===== config.mk =====
export PLATFORM = sky130hd
export DESIGN_NAME = fsm_scheduler
export DESIGN_NICKNAME = d
export VERILOG_FILES = /design/src/rtl/fsm_scheduler.sv
export SDC_FILE = /design/constraint.sdc
export NUM_CORES = 1
export LEC_CHECK = 0
export ABC_AREA = 1
export CAP_MARGIN = 20
export CORE_MARGIN = 2
export CORE_UTILIZATION = 43
export DETAILED_ROUTE_END_ITERATION = 12
export GPL_TIMING_DRIVEN = 1
export PLACE_DENSITY = 0.76
export SYNTH_ARGS = -nofsm -noshare
export SYNTH_HDL_FRONTEND = slang
export SYNTH_SLANG_ARGS = --single-unit

===== constraint.sdc =====
create_clock -name clk -period 1.6 [get_ports clk]
set_input_delay 0.48 -clock clk [delete_from_list [all_inputs] [get_ports clk]]
set_output_delay 0.48 -clock clk [all_outputs]
set_load 0.005 [all_outputs]

===== src/rtl/fsm_scheduler.sv =====
// Two-requester round-robin scheduler driving the datapath's 2-bit control state machine.
// Latency: grant one edge after a request is sampled; state shows the first beat one edge later.
// Backpressure: requests are held until granted; op=1 blocks arbitration at its final edge.
module fsm_scheduler #(
    parameter int LEN_W = 4
) (
    input  logic             clk,
    input  logic             reset,
    input  logic             req0,
    input  logic             req1,
    input  logic             op0,
    input  logic             op1,
    input  logic [LEN_W-1:0] len0,
    input  logic [LEN_W-1:0] len1,
    output logic             gnt0,
    output logic             gnt1,
    output logic             select,
    output logic             op,
    output logic [1:0]       state,
    output logic             busy,
    output logic             done,
    output logic             done_id
);

    typedef enum logic [1:0] {
        ST_IDLE  = 2'b00,
        ST_DONE1 = 2'b01,
        ST_RUN0  = 2'b10,
        ST_RUN1  = 2'b11
    } state_t;

    state_t           r_state;
    logic             r_busy;
    logic             r_op_q;
    logic             r_owner;
    logic             r_ptr;      // last owner; the other requester wins a tie
    logic             r_gnt0;
    logic             r_gnt1;
    logic             r_done;
    logic             r_done_id;
    logic [LEN_W-1:0] r_cnt;

    state_t           w_next_state;
    logic             w_cnt_zero;
    logic             w_arb_en;
    logic             w_grant;
    logic             w_win;
    logic             w_win_op;
    logic [LEN_W-1:0] w_win_len;
    logic             w_in_run1;

    // Next-state equation for the datapath state machine plus arbitration decode
    always_comb begin
        w_in_run1    = 1'b0;
        w_next_state = ST_IDLE;
        w_cnt_zero   = 1'b0;
        w_arb_en     = 1'b0;
        w_grant      = 1'b0;
        w_win        = 1'b0;
        w_win_op     = 1'b0;
        w_win_len    = '0;

        w_in_run1    = (r_state == ST_RUN1);
        // RUN1 always falls to DONE1; otherwise select/op pick the next beat type
        w_next_state = state_t'({r_busy & ~w_in_run1, w_in_run1 | (r_busy & r_op_q)});

        w_cnt_zero   = (r_cnt == '0);
        // A single-beat op=1 holds off arbitration at its last edge so RUN1 sees select=0
        w_arb_en     = (~r_busy | w_cnt_zero) & ~(r_busy & r_op_q);
        w_grant      = w_arb_en & (req0 | req1);

        if (req0 && req1) begin
            w_win = ~r_ptr;
        end else begin
            w_win = req1;
        end
        w_win_op  = w_win ? op1  : op0;
        w_win_len = w_win ? len1 : len0;
    end

    // Control registers: state, burst counter, ownership, grant and completion pulses
    always_ff @(posedge clk or posedge reset) begin
        if (reset) begin
            r_state   <= ST_IDLE;
            r_busy    <= 1'b0;
            r_op_q    <= 1'b0;
            r_owner   <= 1'b0;
            r_ptr     <= 1'b1;
            r_gnt0    <= 1'b0;
            r_gnt1    <= 1'b0;
            r_done    <= 1'b0;
            r_done_id <= 1'b0;
            r_cnt     <= '0;
        end else begin
            r_state   <= w_next_state;
            r_gnt0    <= 1'b0;
            r_gnt1    <= 1'b0;
            r_done    <= 1'b0;
            r_done_id <= 1'b0;

            // Last beat completes even when a new grant lands on the same edge
            if (r_busy && w_cnt_zero) begin
                r_done    <= 1'b1;
                r_done_id <= r_owner;
            end

            if (r_busy && !w_cnt_zero) begin
                r_cnt <= r_cnt - LEN_W'(1);
            end

            if (w_grant) begin
                r_busy  <= 1'b1;
                r_op_q  <= w_win_op;
                r_cnt   <= w_win_op ? '0 : w_win_len;
                r_owner <= w_win;
                r_ptr   <= w_win;
                r_gnt0  <= ~w_win;
                r_gnt1  <= w_win;
            end else if (r_busy && w_cnt_zero) begin
                r_busy <= 1'b0;
            end
        end
    end

    assign select  = r_busy;
    assign op      = r_op_q;
    assign busy    = r_busy;
    assign state   = r_state;
    assign gnt0    = r_gnt0;
    assign gnt1    = r_gnt1;
    assign done    = r_done;
    assign done_id = r_done_id;

endmodule


==> results of run 1 <==
-- flip-flops by register name, summed over array words and instances, names as in the netlist --
signal / cells
busy: 1
done_id: 1
r_cnt: 4
state: 2
r_ptr: 1
op: 1
gnt0: 1
r_owner: 1
done: 1
gnt1: 1
-- metal layers --
metal	up-vias	routed length (um)	share of wire [%]	track usage (%)
li1	350	-	-	-
met2	25	690	48	31.76
met3	5	79	5.5	1.224
met1	286	617	43	19.59
met4	0	45	3.1	9.091
met5	-	0	0	0
-- through the flow --
| stage | setup TNS [ns] | worst slack [ns] |
|---|---|---|
| floorplan | 0 | 0.3185 |
| global placement | -0.6512 | -0.1367 |
| detailed placement | -0.8125 | -0.1558 |
| CTS | 0 | 0.01858 |
| global route | 0 | 0.006056 |
| finish | 0 | 0.02167 |
-- final cells by class --
class / instances / area (um^2)
fillers: 137 / 503.0
flip-flops and latches: 14 / 351.6
multi-input cells: 66 / 306.5
repair buffers: 30 / 279.0
inverters: 10 / 37.54
clock buffers: 4 / 26.28
well taps: 16 / 20.02
-- cells in the final DEF (no fill, tap or decap) --
cell type	instances
nand3_1	5
nand3b_1	1
nand2_2	4
buf_4	8
ha_1	1
clkdlybuf4s50_1	15
nand2_4	1
dfstp_2	1
o21ai_0	1
dfrtp_1	13
inv_2	4
a21oi_1	7
nor3_1	1
clkbuf_4	3
nand3_2	1
o21ai_2	1
nor2_1	14
clkbuf_1	1
inv_1	6
dlygate4sd2_1	5
dlymetal6s2s_1	2
nand2_1	29
-- cell usage after synthesis, types with 4 or more instances --
library cell	count	area, um^2
inv_2	4	15.01
nand2_1	29	108.9
nand3_1	5	25.02
a21oi_1	7	35.03
dfrtp_1	13	325.3
nor2_1	14	52.55
nand2_2	4	25.02
inv_1	6	22.52
-- report_power, final --
| part | switching [mW] | leakage (nW) | internal (mW) |
|---|---|---|---|
| Clock | 0.115 | 0.0150 | 0.0970 |
| Combinational | 0.424 | 0.386 | 0.371 |
| Sequential | 0.0718 | 0.166 | 0.508 |
| Total | 0.611 | 0.567 | 0.977 |
-- what timing repair did --
item / 4_1_cts / 5_1_grt
endpoints found under the setup margin: 5 / 2
resized for setup: 5 / 2
setup buffers: 4 / 0
-- worst min path at each step --
stage                  startpoint            endpoint  slack, ns  depth (start not counted)
2_1_floorplan               reset    busy$_DFFE_PP0P_       0.37                          1
5_1_grt                     reset    busy$_DFFE_PP0P_       0.51                          3
3_3_place_gp   state[0]$_DFF_PP0_  state[1]$_DFF_PP0_       0.45                          1
6_report                    reset    busy$_DFFE_PP0P_       0.48                          3
3_5_place_dp   state[1]$_DFF_PP0_  state[1]$_DFF_PP0_       0.46                          1
4_1_cts                     reset    busy$_DFFE_PP0P_       0.50                          3
-- logic make-up after synthesis --
logic type               after synthesis  share of synthesized area (%)
flip-flops                            14                          50.00
buffers and inverters                 11                          6.405
adder cells (fa/ha/maj)                1                          1.779
AND/OR/NAND/NOR                       56                          34.87
AO/OA/AOI/OAI                          9                          6.939
==> impl_results.md, run 1 <==
* Status: complete, no violations
* Worst Skew at 0.008663 ns
* Max Fclk at 633.6 MHz
* TritonCTS clock tree: yes
* Initial antenna violation count at 0
* Core area at 1524 um^2
* R2R cell count at 6
* Placed cell areas at 965.9 um^2
* TritonCTS Buffers at 3
* Latest clock arrival within the worst-skew pair at 0.29 ns
* Post-layout nets at 140
* First-pass GRT wire length at 2.470 mm
* Number of global-route vias before repair at 620
* Vias at 666
* Post-synth net total at 106
* GRT Resource Usage Total at 17.22%
* Critical Path RT at 1.12 ns
* Area Growth Syn to Fin at 45.20%
* CP Capture Point: done
* Yosys warnings at 0
* Layout Cell Area excl Fill at 1021 um^2
* Synth unique cells at 17
* Clock Tree Root: clkbuf_4
* Critical setup path kind: flip-flop to output port
* Fin. max-slew vios at 0
* DR iter-0 viols at 7
* Final core occ at 67.00%
* Critical-path top delay cell: clkdlybuf4s50_1
* Post-layout power at 1.587 mW
* FF-to-FF setup slack at 0.16 ns
* Routability cong. at 0.7290
* Sinks on Clock Net at 14
* Cell Pwr Density at 1555 nW/um^2
* # DRC at 0
* Tightest Pin Transition at 0.2220 ns
* Critical path launch point type: flip-flop
* Critical path's top delay family: buffers and inverters
* Share of layout cells above drive strength 1 at 18.55%
* RR Startpoint: r_cnt[0]$_DFFE_PP0P_
* Crit-path max FO at 1
* H-tree Lvls at 1
* Max-cap violations at 0
* I/O pin cnt at 23
* Reg-to-Reg End: r_cnt[2]$_DFFE_PP0P_
* Crit path DAT at 1.10 ns
* LEAKAGE at 0.5674 nW
* CTS Hold Bufs at 0
* Largest net degree at the start of global routing at 15
* DR WL/cell at 10.24 um
* Fin cells at 140
* Gr ovfl total at 0
* Worst path depth at 1
* Row cnt at 14
* Cells after Synth at 91
* Antenna cells at 0
* Total Wirelength at 1.433 mm
* Area of the die at 1975 um^2
* Crit path launch: done$_DFF_PP0_
* Die Y at 44.44 um
* WHS at 0.4802 ns
* RSZ-0062 raised after global routing: no
* # placed instances at 132
* Final setup viols at 0
* Starting Density at 46.14%
* Number of flops mapped to enable cells by yosys at 0
* CTS clk-pin slew, worst paths at 0.09 ns
* Final period util at 98.65%
* Slew HR at 85.20%
* Via-to-Cell Ratio at 4.757
* Synth Register Bits at 14
* Final Hold Viols at 0
* Max IR drop VDD at 617.1 uV
* Synth Cell Area at 703.2 um^2
* Min Tclk post-route at 1.578 ns
* # port buffers at 22
* Worst setup EP type: output port
* Worst Path Buf+Inv at 1
* CP max stage delay at 0.49 ns
* Syn Area/Cell at 7.727 um^2
* DP Wirelength at 1.105 mm
* Drt pass-1 iters at 4
* Ys flop type: dfrtp_1
* CTS Buffer Depth at 2
* Die width at 44.44 um
* HP Class: input pin to asynchronous set/reset pin
* Crit-path cells: clkdlybuf4s50_1
* Routed Antenna Nets at 0
* FFs w/ async S/R, synth at 100.0%
* Seq/Total Area, Yosys at 50.00%
No activity file was read; power rests on OpenSTA's default activity.
==> inputs of run 2 (changes only) <==
--- a/config.mk
+++ b/config.mk
@@ -6,6 +6,7 @@
 export NUM_CORES = 1
 export LEC_CHECK = 0
 export ABC_AREA = 1
+export ABC_CLOCK_PERIOD_IN_PS = 1600
 export CAP_MARGIN = 20
 export CORE_MARGIN = 2
 export CORE_UTILIZATION = 43
@@ -15,3 +16,4 @@
 export SYNTH_ARGS = -nofsm -noshare
 export SYNTH_HDL_FRONTEND = slang
 export SYNTH_SLANG_ARGS = --single-unit
+export TNS_END_PERCENT = 1
==> impl_results.md, run 2 (synthesized netlist as in run 1, its figures left out) <==
* DR WL/cell at 10.24 um (about the same)
* Switching power at 0.6020 mW (-1.4%)
* Share of layout cells above drive strength 1 at 16.53% (-2.0 points)
* RR Startpoint: r_cnt[0]$_DFFE_PP0P_
* Total Wirelength at 1.403 mm (-2.1%)
* Gate power share at 48.4% (-1.7 points)
* Sequential power share at 37.9% (+1.3 points)
* Critical path's top delay family: buffers and inverters
* Switching Fraction at 38.96% (+0.49 points)
* Drt pass-1 iters at 4 (unchanged)
* Antenna cells at 0 (unchanged)
* Die width at 44.44 um (unchanged)
* Placed cell areas at 965.9 um^2 (unchanged)
* # DRC at 0 (unchanged)
* Initial antenna violation count at 0 (unchanged)
* Worst path depth at 1 (unchanged)
* Worst Path Buf+Inv at 1 (unchanged)
* Layout Cell Area excl Fill at 998.5 um^2 (-2.2%)
* Final setup viols at 0 (unchanged)
* Routability cong. at 0.7290 (unchanged)
* Gr ovfl total at 0 (unchanged)
* Area Growth Syn to Fin at 41.99%
* H-tree Lvls at 1 (unchanged)
* Max Fclk at 633.6 MHz (unchanged)
* Crit-path max FO at 1 (unchanged)
* CTS clk-pin slew, worst paths at 0.09 ns (about the same)
* TritonCTS clock tree: yes
* Number of fill cells in the layout at 137 (unchanged)
* Worst setup EP type: output port
* Crit path launch: done$_DFF_PP0_
* Tightest Pin Transition at 0.2220 ns (unchanged)
* Via-to-Cell Ratio at 4.788 (+0.66%)
* Critical setup path kind: flip-flop to output port
* Area of the die at 1975 um^2 (unchanged)
* HP Class: flip-flop to flip-flop
* GRT Resource Usage Total at 16.88% (-0.34 points)
* Critical Path RT at 1.12 ns (about the same)
* FF-to-FF setup slack at 0.16 ns (about the same)
* Routed Antenna Nets at 0 (unchanged)
* # placed instances at 132 (unchanged)
* Final period util at 98.65% (unchanged)
* Cell Pwr Density at 1548 nW/um^2 (-0.46%)
* Max FFs per register at 4 (unchanged)
* Crit-path cells: clkdlybuf4s50_1
* I/O pin cnt at 23 (unchanged)
* Post-layout nets at 137 (-2.1%)
* Critical-path top delay cell: clkdlybuf4s50_1
* Latest clock arrival within the worst-skew pair at 0.29 ns (about the same)
* Critical path launch point type: flip-flop
* TritonCTS Buffers at 3 (unchanged)
* Worst Skew at 0.008663 ns (unchanged)
* Fin. max-slew vios at 0 (unchanged)
* Crit path DAT at 1.10 ns (about the same)
* First-pass GRT wire length at 2.415 mm (-2.2%)
* Max IR drop VDD at 594.8 uV (-3.6%)
* R2R cell count at 6 (unchanged)
* Row cnt at 14 (unchanged)
* DP Wirelength at 1.105 mm (unchanged)
* Die Y at 44.44 um (unchanged)
* Most frequent cells in the layout: nand2_1 (29), clkdlybuf4s50_1 (15), nor2_1 (14), dfrtp_1 (13), a21oi_1 (7)
* Slew HR at 85.20% (unchanged)
* CTS Hold Bufs at 0 (unchanged)
* Final Hold Viols at 0 (unchanged)
* Internal Pwr Total at 0.9433 mW (-3.4%)
* Number of global-route vias before repair at 605 (-2.4%)
* Most common cell after layout, fill and taps aside: nand2_1
* # port buffers at 22 (unchanged)
* Fin cells at 137 (-2.1%)
* Min Tclk post-route at 1.578 ns (unchanged)
* Core area at 1524 um^2 (unchanged)
* Reg-to-Reg End: r_cnt[2]$_DFFE_PP0P_
* Status: complete, no violations
* CP Capture Point: done
* LEAKAGE at 0.5539 nW (-2.4%)
* Max-cap violations at 0 (unchanged)
* Top reg by flops: r_cnt
* Largest net degree at the start of global routing at 15 (unchanged)
* DR iter-0 viols at 7 (unchanged)
* Final core occ at 65.52% (-1.5 points)
* RSZ-0062 raised after global routing: no
* Vias at 656 (-1.5%)
* CP max stage delay at 0.49 ns (about the same)
* Sinks on Clock Net at 14 (unchanged)
* Clock Tree Root: clkbuf_4
* Starting Density at 46.14% (unchanged)
* CTS Buffer Depth at 2 (unchanged)
* Clock group share of total power at 13.7% (+0.3 points)
run 2: cell types whose count changed in the layout (fill, tap and decap cells not counted):
cell	before	now
buf_4	8	5
run 2: layout make-up:
class | instances | area [um^2] | area share [%]
inverter | 10 | 37.54 | 3.759
clock buffer | 4 | 26.28 | 2.632
timing repair buffer | 27 | 256.5 | 25.69
tap | 16 | 20.02 | 2.005
sequential | 14 | 351.6 | 35.21
multi-input combinational | 66 | 306.5 | 30.70
run 2: stage by stage:
step | power, mW | setup slack, ns | hold WS (ns) | TNS, ns
detailed placement | 1.350 | -0.1558 | 0.4564 | -0.8125
global route | 1.681 | 0.006056 | 0.4902 | 0
finish | 1.545 | 0.02167 | 0.4579 | 0
floorplan | 1.064 | 0.3185 | 0.3685 | 0
CTS | 1.548 | 0.01858 | 0.4623 | 0
global placement | 1.328 | -0.1367 | 0.4501 | -0.6512
run 2: power by group through the flow:
stage                     registers (mW)  clock network (mW)  logic, mW
after global placement             0.598                   0      0.729
after CTS                          0.588               0.212      0.748
after global routing               0.607               0.224      0.850
after floorplan                    0.602                   0      0.462
final                              0.585               0.212      0.748
after detailed placement           0.600                   0      0.749
run 2: routing by layer:
metal	share of wire, %	global-route usage (%)
met1	43	19.33
met2	48	30.88
met3	5.9	1.224
met4	3.2	9.091
met5	0	0
run 2: worst min-delay path by stage:
stage	startpoint	depth (start not counted)	endpoint
after global routing	state[1]$_DFF_PP0_	1	state[1]$_DFF_PP0_
final	state[1]$_DFF_PP0_	1	state[1]$_DFF_PP0_
after detailed placement	state[1]$_DFF_PP0_	1	state[1]$_DFF_PP0_
after global placement	state[0]$_DFF_PP0_	1	state[1]$_DFF_PP0_
after floorplan	reset	1	busy$_DFFE_PP0P_
after CTS	state[1]$_DFF_PP0_	1	state[1]$_DFF_PP0_
run 2: repair_timing:
item | 4_1_cts | 5_1_grt
buffers inserted | 1 | 0
endpoints found under the setup margin | 5 | 2
gates resized for setup | 5 | 2
run 2: worst register-to-register path, cell delays in order (launching register included):
cell and delay (ns):
dfrtp_1 0.38, inv_1 0.11, ha_1 0.21, nand3_2 0.14
a21oi_1 0.24, nand3_1 0.13, a21oi_1 0.16
==> inputs of run 3 (changes only) <==
--- a/config.mk
+++ b/config.mk
@@ -12,7 +12,8 @@
 export CORE_UTILIZATION = 43
 export DETAILED_ROUTE_END_ITERATION = 12
 export GPL_TIMING_DRIVEN = 1
-export PLACE_DENSITY = 0.76
+export MAX_ROUTING_LAYER = met4
+export PLACE_DENSITY_LB_ADDON = 0.3
 export SYNTH_ARGS = -nofsm -noshare
 export SYNTH_HDL_FRONTEND = slang
 export SYNTH_SLANG_ARGS = --single-unit
==> impl_results.md, run 3 (synthesized netlist as in run 1, its figures left out) <==
* Crit-path cells: clkdlybuf4s50_1 > o21ai_2 > inv_2 > nand2_4 > nand2_1 > a21oi_1
* Core area at 1524 um^2 (unchanged)
* Critical-path top delay cell: clkdlybuf4s50_1
* WHS at 0.4559 ns (-0.002062 ns)
* Share of layout cells above drive strength 1 at 18.33% (+1.8 points)
* Final setup viols at 0 (unchanged)
* Routability cong. at 0.7554 (+3.6%)
* Gr ovfl total at 0 (unchanged)
* TritonCTS clock tree: yes
* # DRC at 0 (unchanged)
* First-pass GRT wire length at 2.456 mm (+1.7%)
* Final core occ at 65.76% (+0.25 points)
* Routed Antenna Nets at 0 (unchanged)
* Setup TNS at 0 ns (unchanged)
* Fin. max-slew vios at 0 (unchanged)
* Drt pass-1 iters at 5 (+1)
* Latest clock arrival within the worst-skew pair at 0.28 ns (about the same)
* I/O pin cnt at 23 (unchanged)
* CP max stage delay at 0.49 ns (about the same)
* Status: complete, no violations
* Area Growth Syn to Fin at 42.53%
* Area of the die at 1975 um^2 (unchanged)
* Number of fill cells in the layout at 148 (+8.0%)
* CTS Buffer Depth at 2 (unchanged)
* TritonCTS Buffers at 3 (unchanged)
* RSZ-0062 raised after global routing: no
* Post-layout nets at 136 (-0.73%)
* Clock Tree Root: clkbuf_4
* Critical Path RT at 1.80 ns (+0.68 ns)
* Max FFs per register at 4 (unchanged)
* Max Fclk at 671.8 MHz (+6.0%)
* Total Wirelength at 1.525 mm (+8.7%)
* Most common cell after layout, fill and taps aside: nand2_1
* Crit-path max FO at 8 (+7)
* Number of global-route vias before repair at 651 (+7.6%)
* Fin cells at 136 (-0.73%)
* Final period util at 93.04% (-5.6 points)
* H-tree Lvls at 1 (unchanged)
* DP Wirelength at 1.174 mm (+6.2%)
* Max-cap violations at 0 (unchanged)
* Antenna cells at 0 (unchanged)
* # port buffers at 22 (unchanged)
* Initial antenna violation count at 0 (unchanged)
* Area of the multi-input gates at 316.6 um^2 (+3.3%)
* Critical path's top delay family: buffers and inverters
* FF+latch area at 351.6 um^2 (unchanged)
* Most frequent cells in the layout: nand2_1 (28), nor2_1 (14), dfrtp_1 (13), clkdlybuf4s50_1 (13)
* LEAKAGE at 0.5717 nW (+3.2%)
* Min Tclk post-route at 1.489 ns (-0.08972 ns)
* GRT Resource Usage Total at 18.12% (+1.2 points)
* Worst Skew at 0.01167 ns (+0.003003 ns)
* CTS Hold Bufs at 0 (unchanged)
* # placed instances at 131 (-0.76%)
* Slew HR at 85.61% (+0.41 points)
* Crit path DAT at 1.69 ns (+0.59 ns)
* Largest net degree at the start of global routing at 15 (unchanged)
* Die Y at 44.44 um (unchanged)
* Row cnt at 14 (unchanged)
* Vias at 671 (+2.3%)
* Cell Pwr Density at 1548 nW/um^2 (about the same)
* Critical setup path kind: input pin to flip-flop
* CTS clk-pin slew, worst paths at 0.09 ns (about the same)
* HP Class: flip-flop to flip-flop
* DR iter-0 viols at 28 (+21)
* Critical path launch point type: input pin
* Final Hold Viols at 0 (unchanged)
* Sinks on Clock Net at 14 (unchanged)
* Tightest Pin Transition at 0.2158 ns (-0.006199 ns)
* Worst setup EP type: flip-flop
* Die width at 44.44 um (unchanged)
* Max IR drop VDD at 719.1 uV (+21%)
* DR WL/cell at 11.21 um (+9.5%)
* Starting Density at 46.14% (unchanged)
* Top reg by flops: r_cnt
* Via-to-Cell Ratio at 4.934 (+3.0%)
* Worst Path Buf+Inv at 2 (+1)
-- run 3: cell types whose count changed in the layout (fill, tap and decap cells not counted), sizes merged --
cell	previous run	this run
clkdlybuf4s50	15	13
dlygate4sd2	5	6
buf	5	4
dlymetal6s2s	2	3
-- run 3: final cells by class --
cell class | count | share of cell area (%)
clock buffer | 4 | 2.622
inverter | 10 | 3.745
multi-input combinational | 66 | 31.59
sequential | 14 | 35.08
tap | 16 | 1.998
timing repair buffer | 26 | 24.97
-- run 3: final timing paths --
kind / startpoint / end / slack, ns / depth (start not counted)
max: req1 / r_cnt[1]$_DFFE_PP0P_ / 0.11 / 6
min: state[0]$_DFF_PP0_ / state[1]$_DFF_PP0_ / 0.46 / 1
max reg2reg: r_cnt[0]$_DFFE_PP0P_ / r_cnt[1]$_DFFE_PP0P_ / 0.14 / 7
min reg2reg: state[0]$_DFF_PP0_ / state[1]$_DFF_PP0_ / 0.46 / 1
max in group asynchronous: reset / r_ptr$_DFFE_PP1P_ / 0.87 / 3
min in group asynchronous: reset / done$_DFF_PP0_ / 0.49 / 3
-- run 3: through the flow --
step / total power, mW / setup WS, ns / instance area (um^2)
6_report: 1.552 / 0.1114 / 1002
5_1_grt: 1.687 / 0.02252 / 1002
4_1_cts: 1.555 / 0.007454 / 984.7
3_5_place_dp: 1.349 / -0.1586 / 958.4
3_3_place_gp: 1.319 / -0.1338 / 958.4
2_1_floorplan: 1.064 / 0.3185 / 703.2
-- run 3: routing by layer --
layer | GRT usage (%) | up-vias | share of wire (%)
li1 | - | 341 | -
met5 | - | - | 0
met2 | 33.53 | 24 | 53
met4 | 10.91 | 0 | 2.3
met3 | 2.449 | 4 | 4.4
met1 | 17.57 | 302 | 40
-- run 3: report_power, final --
part / internal (mW) / switching (mW)
registers: 0.509 / 0.0769
clock network: 0.0966 / 0.110
logic: 0.329 / 0.430
-- run 3: what timing repair did --
item | in CTS | in global routing
resized for setup | 6 | 6
buffers inserted | 1 | 0
setup endpoints to repair | 6 | 6
